File: src/rtl/imem_loader.sv
// Instruction memory loader: packs a little-endian byte stream into 32-bit words,
// writes them from address 0 upward and holds the core in reset while loading.
module imem_loader #(
    parameter int unsigned AW = 8,
    localparam int unsigned DW = 32
) (
    input  logic          clk,
    input  logic          rst,
    input  logic          start,
    input  logic [AW:0]   num_words,
    input  logic          byte_valid,
    input  logic [7:0]    byte_data,
    output logic          byte_ready,
    input  logic          abort,
    output logic          mem_we,
    output logic [AW-1:0] mem_waddr,
    output logic [DW-1:0] mem_wdata,
    output logic          cpu_rst,
    output logic          busy,
    output logic          done,
    output logic          err,
    output logic [DW-1:0] chksum
);

    localparam logic [AW:0] CAPACITY = {1'b1, {AW{1'b0}}};

    typedef enum logic [1:0] {IDLE, RECV, WRITE, DONE} state_t;

    state_t        state_q, state_d;
    logic [1:0]    byte_cnt_q, byte_cnt_d;
    logic [AW:0]   word_cnt_q, word_cnt_d;
    logic [AW:0]   num_words_q, num_words_d;
    logic [23:0]   word_buf_q, word_buf_d;
    logic          mem_we_q, mem_we_d;
    logic [AW-1:0] mem_waddr_q, mem_waddr_d;
    logic [DW-1:0] mem_wdata_q, mem_wdata_d;
    logic          cpu_rst_q, cpu_rst_d;
    logic          busy_q, busy_d;
    logic          done_q, done_d;
    logic          err_q, err_d;
    logic [DW-1:0] chksum_q, chksum_d;
    logic [AW:0]   word_cnt_inc;
    logic [DW-1:0] full_word;

    // Ready depends on state alone so the sender never sees a combinational loop.
    assign byte_ready = (state_q == RECV);

    always_comb begin
        state_d      = state_q;
        byte_cnt_d   = byte_cnt_q;
        word_cnt_d   = word_cnt_q;
        num_words_d  = num_words_q;
        word_buf_d   = word_buf_q;
        mem_we_d     = 1'b0;
        mem_waddr_d  = mem_waddr_q;
        mem_wdata_d  = mem_wdata_q;
        err_d        = 1'b0;
        chksum_d     = chksum_q;
        word_cnt_inc = word_cnt_q + (AW+1)'(1);
        full_word    = {byte_data, word_buf_q};

        case (state_q)
            IDLE: begin
                if (start) begin
                    if (num_words > CAPACITY) begin
                        err_d = 1'b1;
                    end else begin
                        num_words_d = num_words;
                        chksum_d    = '0;
                        byte_cnt_d  = '0;
                        word_cnt_d  = '0;
                        state_d     = (num_words == '0) ? DONE : RECV;
                    end
                end
            end
            RECV: begin
                if (abort) begin
                    state_d    = IDLE;
                    err_d      = 1'b1;
                    byte_cnt_d = '0;
                end else if (byte_valid) begin
                    byte_cnt_d = byte_cnt_q + 2'd1;
                    case (byte_cnt_q)
                        2'd0: word_buf_d[7:0]   = byte_data;
                        2'd1: word_buf_d[15:8]  = byte_data;
                        2'd2: word_buf_d[23:16] = byte_data;
                        default: begin
                            // Write outputs are registered, so they are loaded on entry to WRITE.
                            state_d     = WRITE;
                            mem_we_d    = 1'b1;
                            mem_waddr_d = word_cnt_q[AW-1:0];
                            mem_wdata_d = full_word;
                            chksum_d    = chksum_q + full_word;
                        end
                    endcase
                end
            end
            WRITE: begin
                word_cnt_d = word_cnt_inc;
                if (abort) begin
                    state_d = IDLE;
                    err_d   = 1'b1;
                end else begin
                    state_d = (word_cnt_inc == num_words_q) ? DONE : RECV;
                end
            end
            DONE: begin
                state_d = IDLE;
            end
            default: begin
                state_d = IDLE;
            end
        endcase

        cpu_rst_d = (state_d != IDLE);
        busy_d    = (state_d != IDLE);
        done_d    = (state_d == DONE);
    end

    always_ff @(posedge clk) begin
        if (rst) begin
            state_q     <= IDLE;
            byte_cnt_q  <= '0;
            word_cnt_q  <= '0;
            num_words_q <= '0;
            word_buf_q  <= '0;
            mem_we_q    <= 1'b0;
            mem_waddr_q <= '0;
            mem_wdata_q <= '0;
            cpu_rst_q   <= 1'b0;
            busy_q      <= 1'b0;
            done_q      <= 1'b0;
            err_q       <= 1'b0;
            chksum_q    <= '0;
        end else begin
            state_q     <= state_d;
            byte_cnt_q  <= byte_cnt_d;
            word_cnt_q  <= word_cnt_d;
            num_words_q <= num_words_d;
            word_buf_q  <= word_buf_d;
            mem_we_q    <= mem_we_d;
            mem_waddr_q <= mem_waddr_d;
            mem_wdata_q <= mem_wdata_d;
            cpu_rst_q   <= cpu_rst_d;
            busy_q      <= busy_d;
            done_q      <= done_d;
            err_q       <= err_d;
            chksum_q    <= chksum_d;
        end
    end

    assign mem_we    = mem_we_q;
    assign mem_waddr = mem_waddr_q;
    assign mem_wdata = mem_wdata_q;
    assign cpu_rst   = cpu_rst_q;
    assign busy      = busy_q;
    assign done      = done_q;
    assign err       = err_q;
    assign chksum    = chksum_q;

endmodule

File: config.mk
export PLATFORM = sky130hd
export DESIGN_NAME = imem_loader
export DESIGN_NICKNAME = d
export VERILOG_FILES = /design/src/rtl/imem_loader.sv
export SDC_FILE = /design/constraint.sdc
export NUM_CORES = 1
export LEC_CHECK = 0
export CAP_MARGIN = 25
export CORE_MARGIN = 3
export CORE_UTILIZATION = 36
export CTS_CLUSTER_SIZE = 24
export DETAILED_ROUTE_END_ITERATION = 10
export GPL_TIMING_DRIVEN = 0
export PLACE_DENSITY = 0.64
export SLEW_MARGIN = 40
export SYNTH_ARGS = -nofsm -noshare
export SYNTH_HDL_FRONTEND = slang
export SYNTH_SLANG_ARGS = --single-unit
File: constraint.sdc
create_clock -name clk -period 6.4 [get_ports clk]
set_clock_uncertainty 0.1 [all_clocks]
set_input_delay 1.6 -clock clk [delete_from_list [all_inputs] [get_ports clk]]
set_output_delay 1.6 -clock clk [all_outputs]
set_load 0.01 [all_outputs]
==> results of run 1 <==
## cell families after synthesis
kind of cell	after synthesis	synth area share [%]
mux	2	0.321
simple gates	291	20.2
fa+ha+maj	41	8.34
xor+xnor	40	5.62
flops	122	39.1
compound gates	226	22.1
buf+inv	60	4.25
## through the flow
stage	hold WS (ps)	utilization [%]	instance area, um2
2_1_floorplan	348	-	6240
3_3_place_gp	342	44.7	7480
3_5_place_dp	349	44.7	7480
4_1_cts	356	48.0	8040
5_1_grt	368	48.0	8040
6_report	352	48.0	8040
## cells in the final DEF (no fill, tap or decap), types with 20 or more instances in the layout
cell             synthesis  layout
clkbuf_1                30      32
ha_1                    40      40
dfxtp_1                122     122
clkdlybuf4s50_1          0      97
nand2_1                175     175
o21ai_0                 20      20
a21oi_1                118     118
xnor2_1                 27      27
nor2_1                  48      48
## layer usage
metal / wire length, um / vias to the layer above / share of wire, %
met3: 691 / 27 / 4.0
met2: 8020 / 122 / 47
met5: 0 / - / 0
li1: - / 2953 / -
met4: 359 / 0 / 2.1
met1: 8110 / 2641 / 47
## worst max-delay path, cell delays in order
cell and delay [ps]:
clkdlybuf4s50_1 600, ha_1 490, nand2_1 110, or3_1 410
nor2_1 170, nand4_1 130, o2111ai_1 170, o31ai_1 130
xnor2_1 130, a22o_1 180
## sequential cells by signal, indices dropped and copies added, names as in the netlist
name	cells
byte_cnt_q	2
err	1
mem_waddr	8
mem_we	1
mem_wdata	32
state_q	2
busy	1
num_words_q	9
done	1
chksum	32
word_buf_q	24
word_cnt_q	9
## layout make-up
class	count	area (um2)	area share, %
repair buffers	97	971	12.1
flip-flops and latches	122	2440	30.4
plain buffers	40	190	2.37
inverters	20	75.1	0.934
multi-input cells	600	3530	43.9
clock inverters	6	37.5	0.467
clock buffers	25	515	6.41
well taps	220	275	3.42
## power by group through the flow
stage	Sequential (mW)	Clock, mW	Combinational [mW]
floorplan	0.796	0	0.0913
global placement	0.796	0	0.153
detailed placement	0.796	0	0.153
CTS	0.780	0.904	0.155
global route	0.782	0.937	0.170
finish	0.780	0.890	0.154
## worst paths after layout
kind	cells past startpoint	to	startpoint	slack (ps)
worst max-delay path	10	chksum[30]	byte_data[0]	2500
worst min-delay path	2	mem_wdata[11]	mem_wdata[11]	350
worst max register to register	11	chksum[26]	word_buf_q[0]	3430
worst min register to register	2	mem_wdata[11]	mem_wdata[11]	350
==> run metrics, run 1 <==
crit-path max FO 6; fillcell total 1706; P_sw 0.442 mW; Clock Tree Root clkbuf_16; EDFF count, synth 0; Mapped Avg Cell Area 7.98 um2; setup violators final 0; min Tclk post-route 3900 ps; RSZ-0062 raised after global routing no; Core Area 0.0168 mm2; P&R area growth vs syn 28.8%; GPL Wtd Cong 0.906; met1 Resource Use GR 24.1%; Clock power frac 48.8%; #FFs+latches synth 122; Post-CTS Hold Fix Bufs 0; post-synthesis sequential area ratio 39.1%; Final nets 961; Yosys warning total 0; async set-or-reset flop fraction in the synthesized netlist 0%; Mapped Cells 782; Cell variety after synth 57; Max VDD drop 197 uV; initial antenna violation count 0; Lkg Pwr 3.07 nW; combinational power share 8.4%; first-pass GRT wire length 27700 um; layout cells sized above 1 5.60%; PD cells 227 mW/mm2; Bufs on Longest Clock Path 2; CTS tree yes; Sw Share 24.2%; Post-CTS Resized 0; clock slew at reported path FFs 50 ps; area leader, netlist dfxtp_1; gr ovfl total 0; most common cell in the netlist nand2_1; I/O pins 100; Fin Setup TNS 0 ps; postcts setup bufs 0; crit end category register; Tot Pwr 1.82 mW; # diodes 0; max cap viols 0; Peak Freq 0.257 GHz; Setup CP Type in -> reg; total routed wirelength 17200 um; Routed Antenna Nets 0; Port Buffer Count 97; Place WS 2060 ps; met2 Use GR 30.7%; worst skew pair latency 420 ps; DIE AREA 0.0189 mm2; vias per inst 5.08; Netlist Area Pre-Place 0.00624 mm2; Commonest cells post-synth nand2_1 (175), dfxtp_1 (122), a21oi_1 (118); Mapped Nets 845; CTS H-tree lvls 4; vias in the first global route 5533; CP startpoint kind input port; Cells after DPL 1099; GRT Total Usage 18.7%; Clock Sinks 122; part of the cycle the worst path needs 60.9%; initial drt markers 484; residual DRC count 0; Final Hold Viols 0; sequential share of power 42.8%; Slew HR 45.5%; row cnt 47; via count 5743; die width 138 um; Layout Cells excl Fill 1130; Setup WS post-layout 2500 ps; gr busiest metal met2; total CTS buffers 17; wire per inst 15.2 um; Starting Density 37.2%; worst slew pin tran 812 ps; hpwl dp 12900 um; Critical Path RT 6610 ps; Hold Path Class reg -> reg; DRT Pass-1 Iters 5; Slew Viols, Final 0; Die Y-Extent 138 um; Internal 1.38 mW; top cell type's share of synthesized area 39.1%; met3 GRT Util 3.87%; top_reg_cell synth dfxtp_1; Worst EP arrival 4110 ps; largest net degree at the start of global routing 17; outcome complete, no violations; largest cells by area after synthesis dfxtp_1 (39%), nand2_1 (11%), a21oi_1 (9.5%), ha_1 (8.0%), xnor2_1 (3.8%)
No activity file was read; power rests on OpenSTA's default activity.
==> inputs of run 2 (changes only) <==
--- a/config.mk
+++ b/config.mk
@@ -11,7 +11,7 @@
 export CTS_CLUSTER_SIZE = 24
 export DETAILED_ROUTE_END_ITERATION = 10
 export GPL_TIMING_DRIVEN = 0
-export PLACE_DENSITY = 0.64
+export PLACE_DENSITY = 0.67
 export SLEW_MARGIN = 40
 export SYNTH_ARGS = -nofsm -noshare
 export SYNTH_HDL_FRONTEND = slang
==> constraint.sdc (replaced) <==
create_clock -name clk -period 3.15 [get_ports clk]
set_clock_uncertainty 0.1 [all_clocks]
set_input_delay 0.7875 -clock clk [delete_from_list [all_inputs] [get_ports clk]]
set_output_delay 0.7875 -clock clk [all_outputs]
set_load 0.01 [all_outputs]
==> run 2 against run 1 <==
Compared with the run above: clock power grew 120%; count of clock-buffer cells in the layout shrank 5; global-route usage shrank 0.62 points; non-clock buffer count is the same; register-to-register slack lost 3200 ps; cell count is essentially flat; sequential share of layout area shrank 0.22 points; first-iteration DRC count shrank 22%; critical path depth is the same; sequential cell count is the same.
==> run metrics, run 2 (same netlist as run 1, synthesis figures left out) <==
via count 5740 (-0.052%); layout cells sized above 1 6.15% (+0.54 points); vias per inst 5.08 (-0.14%); worst slew pin tran 751 ps (-60.6 ps); DP Area 0.00748 mm2 (unchanged); Max VDD drop 394 uV (+100%); commonest non-fill, non-tap cell in the layout nand2_1; die width 138 um (unchanged); Bufs on Longest Clock Path 2 (unchanged); most frequent cells in the layout nand2_1 (175), dfxtp_1 (122), a21oi_1 (118); hpwl dp 12900 um (-0.64%); row cnt 47 (unchanged); wire per inst 14.8 um (-2.7%); P&R area growth vs syn 29.8%; Clock Tree Root clkbuf_16; setup slack, reg-to-reg 240 ps (-3190 ps); Clock Sinks 122 (unchanged); vias in the first global route 5248 (-5.2%); initial drt markers 379 (-22%); Final nets 961 (unchanged); CP startpoint kind input port; gr ovfl total 0 (unchanged); Die Y-Extent 138 um (unchanged); Critical Path RT 3360 ps (-3250 ps); worst hold stages 2 (unchanged); Peak Freq 0.329 GHz; postcts setup bufs 0 (unchanged); GRT Total Usage 18.0% (-0.62 points); residual DRC count 0 (unchanged); Setup crit start byte_data[3]; Setup CP Type in -> reg; Core Area 0.0168 mm2 (unchanged); Worst setup endpoint chksum[30]; Slew Viols, Final 0 (unchanged); min Tclk post-route 3040 ps; Routed Antenna Nets 0 (unchanged); DIE AREA 0.0189 mm2 (unchanged); Worst EP arrival 3260 ps (-850 ps); worst skew pair latency 420 ps (about the same); max cap viols 0 (unchanged); R2R Path End chksum[26]; clock slew at reported path FFs 60 ps (about the same); setup violators final 0 (unchanged); crit end category register; post-route cell area 0.00810 mm2 (+0.72%); I/O pins 100 (unchanged); crit-path max FO 5 (-1); total routed wirelength 16700 um (-2.6%); initial antenna violation count 0 (unchanged); outcome complete, no violations; Reg-to-Reg Start word_buf_q[0]; Final Hold Viols 0 (unchanged); total CTS buffers 17 (unchanged); Slew HR 49.5% (+4.1 points); largest net degree at the start of global routing 17 (unchanged); Lkg Pwr 3.09 nW (+0.84%); CTS H-tree lvls 4 (unchanged); # diodes 0 (unchanged); Hold Path Class reg -> reg; GPL Wtd Cong 0.891 (-1.7%); Reg2Reg Depth 11 (unchanged); Layout Utilization 48.3% (+0.34 points); Port Buffer Count 97 (unchanged); CTS tree yes; first-pass GRT wire length 26800 um (-3.4%); part of the cycle the worst path needs 96.6%; PD cells 477 mW/mm2 (+110%); Starting Density 37.2% (unchanged); RSZ-0062 raised after global routing no; DRT Pass-1 Iters 5 (unchanged)
[run 2: metrics by stage]
step	hold WS, ps	power (mW)	setup TNS [ps]	setup slack, ps	std cells
final	353	3.87	0	107	1131
after global routing	372	4.01	0	13.5	1131
after CTS	356	3.90	0	99.0	1131
after detailed placement	349	1.93	-4510	-343	1099
after global placement	344	1.93	-3620	-336	1099
after floorplan	348	1.80	0	533	782
[run 2: worst min path at each step]
stage,start,end,slack [ps]
CTS,mem_wdata[15],mem_wdata[15],360
finish,mem_wdata[11],mem_wdata[11],350
global route,mem_wdata[8],mem_wdata[8],370
floorplan,num_words_q[0],num_words_q[0],350
detailed placement,mem_waddr[2],mem_waddr[2],350
global placement,mem_wdata[10],mem_wdata[10],340
[run 2: per-layer routing]
layer	vias up	GRT usage [%]	wire length [um]
met4	0	5.82	270
met1	2631	23.4	7910
li1	2963	-	-
met5	-	0	0
met3	25	4.35	769
met2	121	29.5	7790
[run 2: what timing repair did]
item,4_1_cts,5_1_grt
gates resized for setup,0,2
hold endpoints to repair,0,0
hold buffers,0,0
endpoints found under the setup margin,0,11
[run 2: final cells by class]
| cell class | instances | area (um2) |
|---|---|---|
| Clock inverter | 12 | 138 |
| Sequential cell | 122 | 2440 |
| Multi-Input combinational cell | 600 | 3540 |
| Clock buffer | 20 | 467 |
| Tap cell | 220 | 275 |
| Buffer | 40 | 190 |
| Inverter | 20 | 75.1 |
| Fill cell | 1689 | 8660 |
| Timing Repair Buffer | 97 | 971 |
[run 2: worst max-delay path, stage by stage]
cell             delay, ps
clkdlybuf4s50_1        620
ha_1                   500
nand3_1                 80
or3_1                  350
nor2_1                 160
nand4_1                130
o2111ai_1              170
o31ai_1                130
xnor2_1                140
a22o_1                 180
[run 2: where the power goes]
part / internal (mW) / total, mW / switching, mW
registers: 1.57 / 1.58 / 0.0179
logic: 0.120 / 0.311 / 0.192
clock network: 1.23 / 1.97 / 0.736
